===== config.mk =====
export PLATFORM = sky130hd
export DESIGN_NAME = param_update_seq
export DESIGN_NICKNAME = d
export VERILOG_FILES = /design/src/rtl/param_update_seq_pkg.sv /design/src/rtl/param_update_seq.sv
export SDC_FILE = /design/constraint.sdc
export NUM_CORES = 1
export LEC_CHECK = 0
export ABC_CLOCK_PERIOD_IN_PS = 1700
export BUFFER_PORTS_ARGS = -buffer_cell sky130_fd_sc_hd__buf_2
export CAP_MARGIN = 30
export CORE_UTILIZATION = 40
export DETAILED_ROUTE_END_ITERATION = 16
export PLACE_DENSITY = 0.62
export SLEW_MARGIN = 30
export SYNTH_ARGS = -nofsm -noshare
export SYNTH_HDL_FRONTEND = slang
export SYNTH_SLANG_ARGS = --single-unit

===== constraint.sdc =====
create_clock -name clk -period 1.7 [get_ports clk]
set_clock_uncertainty 0.2 [all_clocks]
set_input_delay 0.34 -clock clk [delete_from_list [all_inputs] [get_ports clk]]
set_output_delay 0.34 -clock clk [all_outputs]
set_load 0.05 [all_outputs]

===== src/rtl/param_update_seq_pkg.sv =====
// param_update_seq_pkg: shared state type and sel/ctrl codes for the parameter-memory bus.
package param_update_seq_pkg;
  typedef enum logic [3:0] {
    IDLE, WAIT_DELTA, UPD_W1, UPD_B1, UPD_W2, UPD_B2, SYNC, DONE, ABORT
  } state_t;
  localparam logic [3:0] SEL_W1    = 4'b1100;
  localparam logic [3:0] SEL_B1    = 4'b1101;
  localparam logic [3:0] SEL_W2    = 4'b1110;
  localparam logic [3:0] SEL_B2    = 4'b1111;
  localparam logic [3:0] SEL_NONE  = 4'b0000;
  localparam logic [3:0] CTRL_WR   = 4'b1111;
  localparam logic [3:0] CTRL_IDLE = 4'b0000;
endpackage


===== src/rtl/param_update_seq.sv =====
// param_update_seq: sequences w1/b1/w2/b2 writes of a training step, with delta timeout and periodic target sync.
module param_update_seq
  import param_update_seq_pkg::*;
#(
  parameter int SYNC_PERIOD = 4,
  parameter int TIMEOUT     = 16,
  parameter int CNT_W       = 16
) (
  input  logic             clk,
  input  logic             rst_n,
  input  logic             start,
  input  logic             delta_valid,
  input  logic             sync_ack,
  output logic [3:0]       sel,
  output logic [3:0]       ctrl,
  output logic             busy,
  output logic             done,
  output logic             abort,
  output logic             sync_req,
  output logic [CNT_W-1:0] update_count
);
  localparam int TW = TIMEOUT > 1 ? $clog2(TIMEOUT) : 1;
  localparam int SW = SYNC_PERIOD > 1 ? $clog2(SYNC_PERIOD) : 1;
  state_t           state, state_nx;
  logic [TW-1:0]    tcnt, tcnt_nx;
  logic [SW-1:0]    scnt, scnt_nx;
  logic [CNT_W-1:0] cnt_nx;
  always_ff @(posedge clk or negedge rst_n) begin
    if (!rst_n) begin
      state        <= IDLE;
      tcnt         <= '0;
      scnt         <= '0;
      update_count <= '0;
    end else begin
      state        <= state_nx;
      tcnt         <= tcnt_nx;
      scnt         <= scnt_nx;
      update_count <= cnt_nx;
    end
  end
  always_comb begin
    state_nx = state;
    tcnt_nx  = tcnt;
    scnt_nx  = scnt;
    cnt_nx   = update_count;
    case (state)
      IDLE: begin
        tcnt_nx  = '0;
        state_nx = start ? WAIT_DELTA : IDLE;
      end
      WAIT_DELTA: begin
        // a delta arriving in the last allowed cycle still beats the timeout
        if (delta_valid) state_nx = UPD_W1;
        else if (TIMEOUT != 0 && tcnt == TW'(TIMEOUT - 1)) state_nx = ABORT;
        else tcnt_nx = tcnt + TW'(1);
      end
      UPD_W1: state_nx = UPD_B1;
      UPD_B1: state_nx = UPD_W2;
      UPD_W2: state_nx = UPD_B2;
      UPD_B2: begin
        cnt_nx   = update_count + CNT_W'(1);
        state_nx = scnt == SW'(SYNC_PERIOD - 1) ? SYNC : DONE;
        scnt_nx  = scnt == SW'(SYNC_PERIOD - 1) ? '0 : scnt + SW'(1);
      end
      SYNC:    state_nx = sync_ack ? DONE : SYNC;
      default: state_nx = IDLE;
    endcase
  end
  assign sel = state == UPD_W1 ? SEL_W1 :
               state == UPD_B1 ? SEL_B1 :
               state == UPD_W2 ? SEL_W2 :
               state == UPD_B2 ? SEL_B2 : SEL_NONE;
  assign ctrl     = state inside {UPD_W1, UPD_B1, UPD_W2, UPD_B2} ? CTRL_WR : CTRL_IDLE;
  assign busy     = state != IDLE;
  assign done     = state == DONE;
  assign abort    = state == ABORT;
  assign sync_req = state == SYNC;
endmodule

======== After elaboration in Yosys (flattened, before gate mapping) ========
Index checks and enable logic that the tools add are counted.
Widths: inputs -> output; s select.
word-level totals
  flip-flop bits (word level) ............. 26
  bits in latches ......................... 0
  bits in writable memories ............... 0
  ROM bits ................................ 0
  input port bits ......................... 5
  output and inout bits ................... 28
  logic and storage cells ................. 40
  memories kept ........................... 0
operators by class
  add/subtract/negate cells ............... 3
  multipliers ............................. 0
  div/mod/pow operators ................... 0
  $lt $le $gt $ge ......................... 0
  eq/ne operators ......................... 13
  shift operators ......................... 0
  mux-type cells .......................... 15
  bitwise operators ....................... 0
  reductions and logical operators ........ 5
operators with widths
  operator               number
  $mux 4                 9
  $pmux 4 s7             1
  $add 16x1->16 const B  1
  $eq 4x3->1 const B     4
  $eq 4x2->1 const B     2
  $eq 4x4->1 const B     2
  $pmux 4 s2             1
  $reduce_bool 4->1      2
  $add 4x1->4 const B    1
  $eq 4x1->1 const B     1
  $logic_not 4->1        1
  $ne 2x2->1 const B     2
  $mux 1                 3
  $ne 3x3->1 const B     1
  $reduce_and 3->1       1
  $add 2x1->2 const B    1
  $eq 2x2->1 const B     1
  $mux 2                 1
  $reduce_bool 2->1      1

======== Logic depth before layout (Yosys ltp) ========
Gate-level depths: netlist of the first run.
  depth in word-level cells ............... 5
  depth in mapped cells ................... 6
  depth with buffers taken out ............ 5

======== Worst setup path before layout of the first run ========
Ideal clock, no wire load.
  kind .................................... register -> output
  start ................................... register state[2]
  end ..................................... output port abort
  data arrival time ....................... 2.268 ns
  data required time ...................... 1.160 ns
  slack ................................... -1.108 ns
  stages on the path, launching flop included .. 3
  path buffers ............................ 1
  path through ............................ dfrtp_1 clkbuf_1 nor4b_1
between the ends
  longest elaborated chain between the ends .. 1
ends and longest elaborated chain
  item                    RTL line                source
  start, declared         param_update_seq.sv:24  state_t state, state_nx;
  start signal, assigned  param_update_seq.sv:35  state <= state_nx;
  $eq 4x4->1              param_update_seq.sv:76  assign abort = state == ABORT;
  end, declared           param_update_seq.sv:18  output logic abort,
Every way passes these cells.

======== Final worst setup path of the first run ========
  start ................................... register state[2]
  end ..................................... output port sel[0]
between the ends
  longest elaborated chain between the ends .. 5
  elaborated cells between the ends (all ways) .. 8
  classes of those cells .................. eq/ne (4); mux (4)
ends and longest elaborated chain
  item           RTL line                source
  $eq 4x3->1     param_update_seq.sv:72  state == UPD_B2 ? SEL_B2 : SEL_NONE;
  $mux 4         param_update_seq.sv:72
  $mux 4         param_update_seq.sv:71  state == UPD_W2 ? SEL_W2 :
  $mux 4         param_update_seq.sv:70  state == UPD_B1 ? SEL_B1 :
  $mux 4 (*)     param_update_seq.sv:69  assign sel = state == UPD_W1 ? SEL_W1 :
  end, declared  param_update_seq.sv:14  output logic [3:0] sel,
Mark *: on every way between the ends. The rest lies on a longest branch, timed or not.

==> impl_metrics.ini, run 1 <==
[final_layout]
postLayoutCoreUtil_pct = 64.64
syn2layout_area_growth_pct = 50.89
post_route_cells_drive_above_1_share_pct = 51.43
multi_input_comb_area_sq_um = 813.3
fillCellCount = 242
sequential_cell_area_sq_um = 658.1
nets_final = 184
stdcell_area_sq_um = 2022
antenna_cells_inserted = 0

[cts]
clk_pin_slew_ps = 120
clock_insertion_delay_worst_skew_ps = 320
cts.sink_count = 26
cts_inserted_buffers = 3
clock_tree.htree_level_count = 1
cts_tree = done
number_of_buffers_on_the_longest_clock_path = 2
clk_root_buffer_cell = clkbuf_4

[yosys]
synthesis.area_per_instance_sq_um = 10.47
syn_inst = 128
area_share_of_the_leading_cell_type_in_the_synthesized_netlist_pct = 48.55
seq_area_frac_synth_pct = 48.55
ys_async_sr_fraction_pct = 100.0
yosys.cell_count.top_type = dfrtp_1
synth.lib_cells_used.distinct = 33
synth_top_cells_by_area = dfrtp_1 (49%), xnor2_1 (9.8%), buf_4 (3.4%), nand3_1 (3.0%), and2_1 (2.8%)
synthesized_net_count = 136
yosysWarningCount = 0
postSynthRegisterBits = 26
netlist_area_sq_um = 1340
synth_top_flop_cell = dfrtp_1
synth_commonest_cells = dfrtp_1 (26), xnor2_1 (15), nand2_1 (8), nand3_1 (8)
synth_edf_count = 0
yosysTopAreaCell = dfrtp_1

[global_route]
grt_first_pass_wirelength_um = 4933
vias_in_the_first_global_route = 1087
grt_start_max_net_pins = 27
grt.total_usage_pct = 18.39
antenna_found_initial = 0
grt_overflow_total = 0

[detailed_routing]
detailroute.via_count = 1109
wl_met3_um = 82
drt-wirelength-per-cell_um = 13.03
totalWireLength_um = 2853
drt_pass1_iterations = 4
detail_route.vias_per_cell = 5.064
first_iter_violations = 47
met2_length_um = 1577
drt.antenna.violating_nets = 0
post-route-drc-count = 0
top_layer_used = met4
drt-met1-wl_um = 1164

[critical_path]
critPathMaxStageDelay_ps = 420
r2r-end = tcnt[0]
worst_setup_path_end_kind = primary output
regToRegStartpoint = state[1]
crit_arrival_ps = 1420
critical-path-top-delay-family = flip-flops
slowest_stage = dfrtp_1
path_cells = buf_6, xnor2_4, nor2_4, and2_4, buf_8
critPathKind = register to primary output
start_kind = register
critical_path.n_buffers_inverters = 2
path_max_fanout = 6
ff2ff_setup_slack_ps = -100
worst_r2r_path_depth = 5
worst_ep_required_time_ps = 1160

[die]
floorplan.die_area_sq_um = 3586
core_area_sq_um = 3128
placement_rows = 20
start_util_pct = 42.84
die_w_um = 59.88
die_extent_in_y_um = 59.88
ioPinCount = 33

[timing]
final_critical_path_setup_slack_ps = -260.4
period_needed_ps = 1960
report.final.slew_viol_count = 0
fin_worst_hold_slack_ps = 112.9
final_hold_viol_count = 0
setup_repair_after_global_routing_missed_its_margin = yes
max_freq_ghz = 0.5101
finalCritPeriodShare_pct = 115.3
setup_viol = 26
maxSlewHeadroom_pct = 61.99
timing_worst_slew_pin_value_ps = 570.2

[place]
io_buffers = 32
detailed_place.area_sq_um = 1702
hpwl_um = 2055
gp_congestion = 0.7681

[hold_path]
hold_path_end = state[0]
timing.hold.worst.class = input port to register
worst_hold_startpoint = start
worst_hold_path.num_cells = 3

[run_status]
failed_checks = negative setup slack
result_of_the_run = complete, but fails checks

[power]
fin_total_pwr_mw = 4.175
power_per_cell_area_nw_per_um2 = 2065
power.ir.vdd_worst_mv = 1.287
leakagePower_nw = 0.9159

[run]
drv_cap = 0
==> registers in the layout, indices dropped and copies added, names as in the netlist <==
name	cells
update_count	16
state	4
scnt	2
tcnt	4
==> layer usage <==
metal  track usage (%)  vias up
met3             4.545        5
met4             3.987        0
met1             22.15      547
met2             32.86       17
li1                  -      540
met5                 0        -
==> metrics by stage <==
| step | cells | TNS [ps] | setup WS (ps) |
|---|---|---|---|
| final | 219 | -3416 | -260.4 |
| after global routing | 219 | -5377 | -353.4 |
| after CTS | 216 | -3375 | -287.4 |
| after detailed placement | 205 | -125.5 | -41.64 |
| after floorplan | 128 | -1219 | -155.6 |
| after global placement | 205 | -53.08 | -51.20 |
==> final cells by class <==
class                   instances  share of cell area (%)
multi-input cells              90                   40.22
flip-flops and latches         26                   32.55
clock buffers                   4                   1.300
well taps                      44                   2.723
inverters                       1                  0.1856
repair buffers                 54                   23.02
==> where the power goes <==
group          internal [mW]  leakage (nW)  switching (mW)  total (mW)
Combinational           1.21         0.569            1.73        2.94
Sequential             0.789         0.332           0.180       0.969
Clock                 0.0919        0.0150           0.174       0.266
Total                   2.09         0.916            2.08        4.17
==> placed cells by master, fill, tap and decap left out, types with 2 or more instances in the layout <==
master	instances
nor2_1	3
and4_1	2
buf_6	14
ha_1	3
buf_4	13
clkbuf_4	4
buf_8	3
xnor2_2	3
dfrtp_2	6
nand3_4	3
and2_1	4
a21oi_1	4
nor2_4	2
o21ai_1	2
dfrtp_1	20
buf_2	20
xnor2_1	11
xor2_1	2
nand3_1	2
nand3b_1	2
nor2b_1	2
nand4_1	5
mux2_2	3
o21ai_0	3
and2_4	2
nand3_2	3
nand2_1	6
==> worst max path at each step <==
stage,startpoint,to,slack [ps],cells past startpoint
floorplan,state[2],sel[0],-160,4
global placement,state[1],busy,-50,4
detailed placement,state[1],busy,-40,4
CTS,state[2],sel[0],-290,5
global route,state[2],sel[0],-350,5
finish,state[2],sel[0],-260,5
==> tightest hold or removal path, cell delays in order <==
cell,delay (ps)
buf_2,80
mux2i_1,50
o22ai_1,110
==> repair_timing <==
action                                 CTS  global route
resized for setup                       30            25
gates cloned                             1             0
hold buffers                             1             0
setup endpoints to repair               17            27
buffers inserted                         6             3
endpoints found under the hold margin   26             0
pin swaps                               11            10
==> kinds of logic (layout without fill, tap and decap cells) <==
| kind of cell | after synthesis | after routing | share of synthesized area, % |
|---|---|---|---|
| compound gates | 15 | 15 | 6.443 |
| xor+xnor | 17 | 17 | 11.11 |
| fa+ha+maj | 3 | 3 | 2.801 |
| buf+inv | 12 | 59 | 5.042 |
| flops | 26 | 26 | 48.55 |
| mux | 4 | 4 | 3.268 |
| simple gates | 51 | 51 | 22.78 |
Note: power is estimated with default switching activity, not from simulation.
==> run 2: changes to the inputs <==
==> constraint.sdc (replaced) <==
create_clock -name clk -period 1.7 [get_ports clk]
set_clock_uncertainty 0.2 [all_clocks]
set_input_delay 0.085 -clock clk [delete_from_list [all_inputs] [get_ports clk]]
set_output_delay 0.085 -clock clk [all_outputs]
set_load 0.05 [all_outputs]
==> impl_metrics.ini, run 2 (same netlist as run 1, synthesis figures left out) <==
[timing]
timing_worst_slew_pin_value_ps = 593.5
finalSetupTns_ps = -656.3
final_critical_path_setup_slack_ps = -134.1
finalCritPeriodShare_pct = 107.9
period_needed_ps = 1834
report.final.slew_viol_count = 0
setup_viol = 7
final_hold_viol_count = 0
setup_repair_after_global_routing_missed_its_margin = yes
maxSlewHeadroom_pct = 60.43
max_freq_ghz = 0.5452

[final_layout]
fillCellCount = 251
sequential_cell_area_sq_um = 659.4
nets_final = 188
antenna_cells_inserted = 0
layout_top_registers = update_count: 16 flops, state: 4 flops, tcnt: 4 flops
flip_flop_count_of_the_largest_register_after_layout = 16
largest-register = update_count
post_route_cells_drive_above_1_share_pct = 43.02
final_cells = 223
final_common_cell = buf_2
multi_input_comb_area_sq_um = 698.2
postLayoutCoreUtil_pct = 62.84
layout_common_cells = buf_2 (20), dfrtp_1 (19), buf_4 (15), xnor2_1 (14), buf_6 (12)
syn2layout_area_growth_pct = 46.69

[run_status]
result_of_the_run = complete, but fails checks
failed_checks = negative setup slack

[place]
io_buffers = 32
hpwl_um = 1808
placedCellCount = 200
gp_congestion = 0.7299

[critical_path]
start_kind = register
crit_arrival_ps = 1550
path_max_fanout = 6
r2r-end = tcnt[0]
worst_r2r_path_depth = 5
ff2ff_setup_slack_ps = 20
critPathKind = register to primary output
worst_ep_required_time_ps = 1410
worst_setup_path_end_kind = primary output
cp-endpoint = ctrl[2]
worst_setup_path_startpoint = state[2]
regToRegStartpoint = state[1]

[cts]
clock_insertion_delay_worst_skew_ps = 330
clk_pin_slew_ps = 150
number_of_buffers_on_the_longest_clock_path = 2
cts_inserted_buffers = 3
cts_tree = done
clock_tree.htree_level_count = 1
clk_root_buffer_cell = clkbuf_4
cts.sink_count = 26

[die]
die_extent_in_y_um = 59.88
core_area_sq_um = 3128
ioPinCount = 33
placement_rows = 20
start_util_pct = 42.84
floorplan.die_area_sq_um = 3586
die_w_um = 59.88

[global_route]
grt_first_pass_wirelength_um = 4512
antenna_found_initial = 0
grt_overflow_total = 0
grt_start_max_net_pins = 27
vias_in_the_first_global_route = 1026
grt.total_usage_pct = 16.83

[detailed_routing]
drt-wirelength-per-cell_um = 13.33
detail_route.vias_per_cell = 4.991
drt_pass1_iterations = 4
first_iter_violations = 26
detailroute.via_count = 1113
post-route-drc-count = 0
totalWireLength_um = 2973
drt.antenna.violating_nets = 0

[hold_path]
timing.hold.worst.class = input port to async pin

[power]
power.ir.vdd_worst_mv = 1.190
leakagePower_nw = 0.8997
power_per_cell_area_nw_per_um2 = 2215

[run]
drv_cap = 0
[run 2: final cells by class]
cell class | count | area share [%]
sequential | 26 | 33.55
multi-input combinational | 90 | 35.52
inverter | 1 | 0.1910
timing repair buffer | 58 | 25.27
tap | 44 | 2.801
clock inverter | 1 | 1.528
clock buffer | 3 | 1.146
[run 2: per-layer routing]
| metal | wire length, um | global-route usage, % |
|---|---|---|
| met4 | 20 | 6.977 |
| met5 | 0 | 0 |
| met2 | 1524 | 28.10 |
| met3 | 89 | 2.597 |
| met1 | 1339 | 21.57 |
[run 2: report_power, final]
part	internal (mW)	switching [mW]
combinational	1.26	1.72
clock	0.238	0.196
sequential	0.787	0.151
total	2.28	2.07
[run 2: timing repair]
item,CTS,global route
pin swaps,4,3
hold buffers,4,0
setup endpoints to repair,12,16
resized for setup,25,16
cloned,0,1
setup buffers,9,5
endpoints found under the hold margin,31,0
[run 2: critical path, cell delays in order, from the launching register on]
cell and delay [ps]:
dfrtp_1 450, buf_12 160, xnor2_4 130, buf_6 130, nor2_4 170, buf_6 190
[run 2: worst min-delay path by stage]
stage | startpoint | to | slack (ps) | depth (start not counted)
floorplan | rst_n | scnt[0] | -410 | 0
global placement | rst_n | update_count[0] | -90 | 1
detailed placement | rst_n | update_count[0] | -80 | 1
CTS | rst_n | update_count[5] | 80 | 2
global route | rst_n | update_count[5] | 110 | 2
finish | rst_n | scnt[1] | 70 | 2
[run 2: metrics by stage]
step	area [sq um]	setup WS, ps	total power [mW]	hold slack, ps
2_1_floorplan	1391	-335.8	2.788	-410.6
3_3_place_gp	1599	69.69	3.144	-85.26
3_5_place_dp	1599	17.62	3.184	-78.85
4_1_cts	1846	-99.60	4.122	83.90
5_1_grt	1966	-195.0	4.575	114.0
6_report	1966	-134.1	4.355	74.98
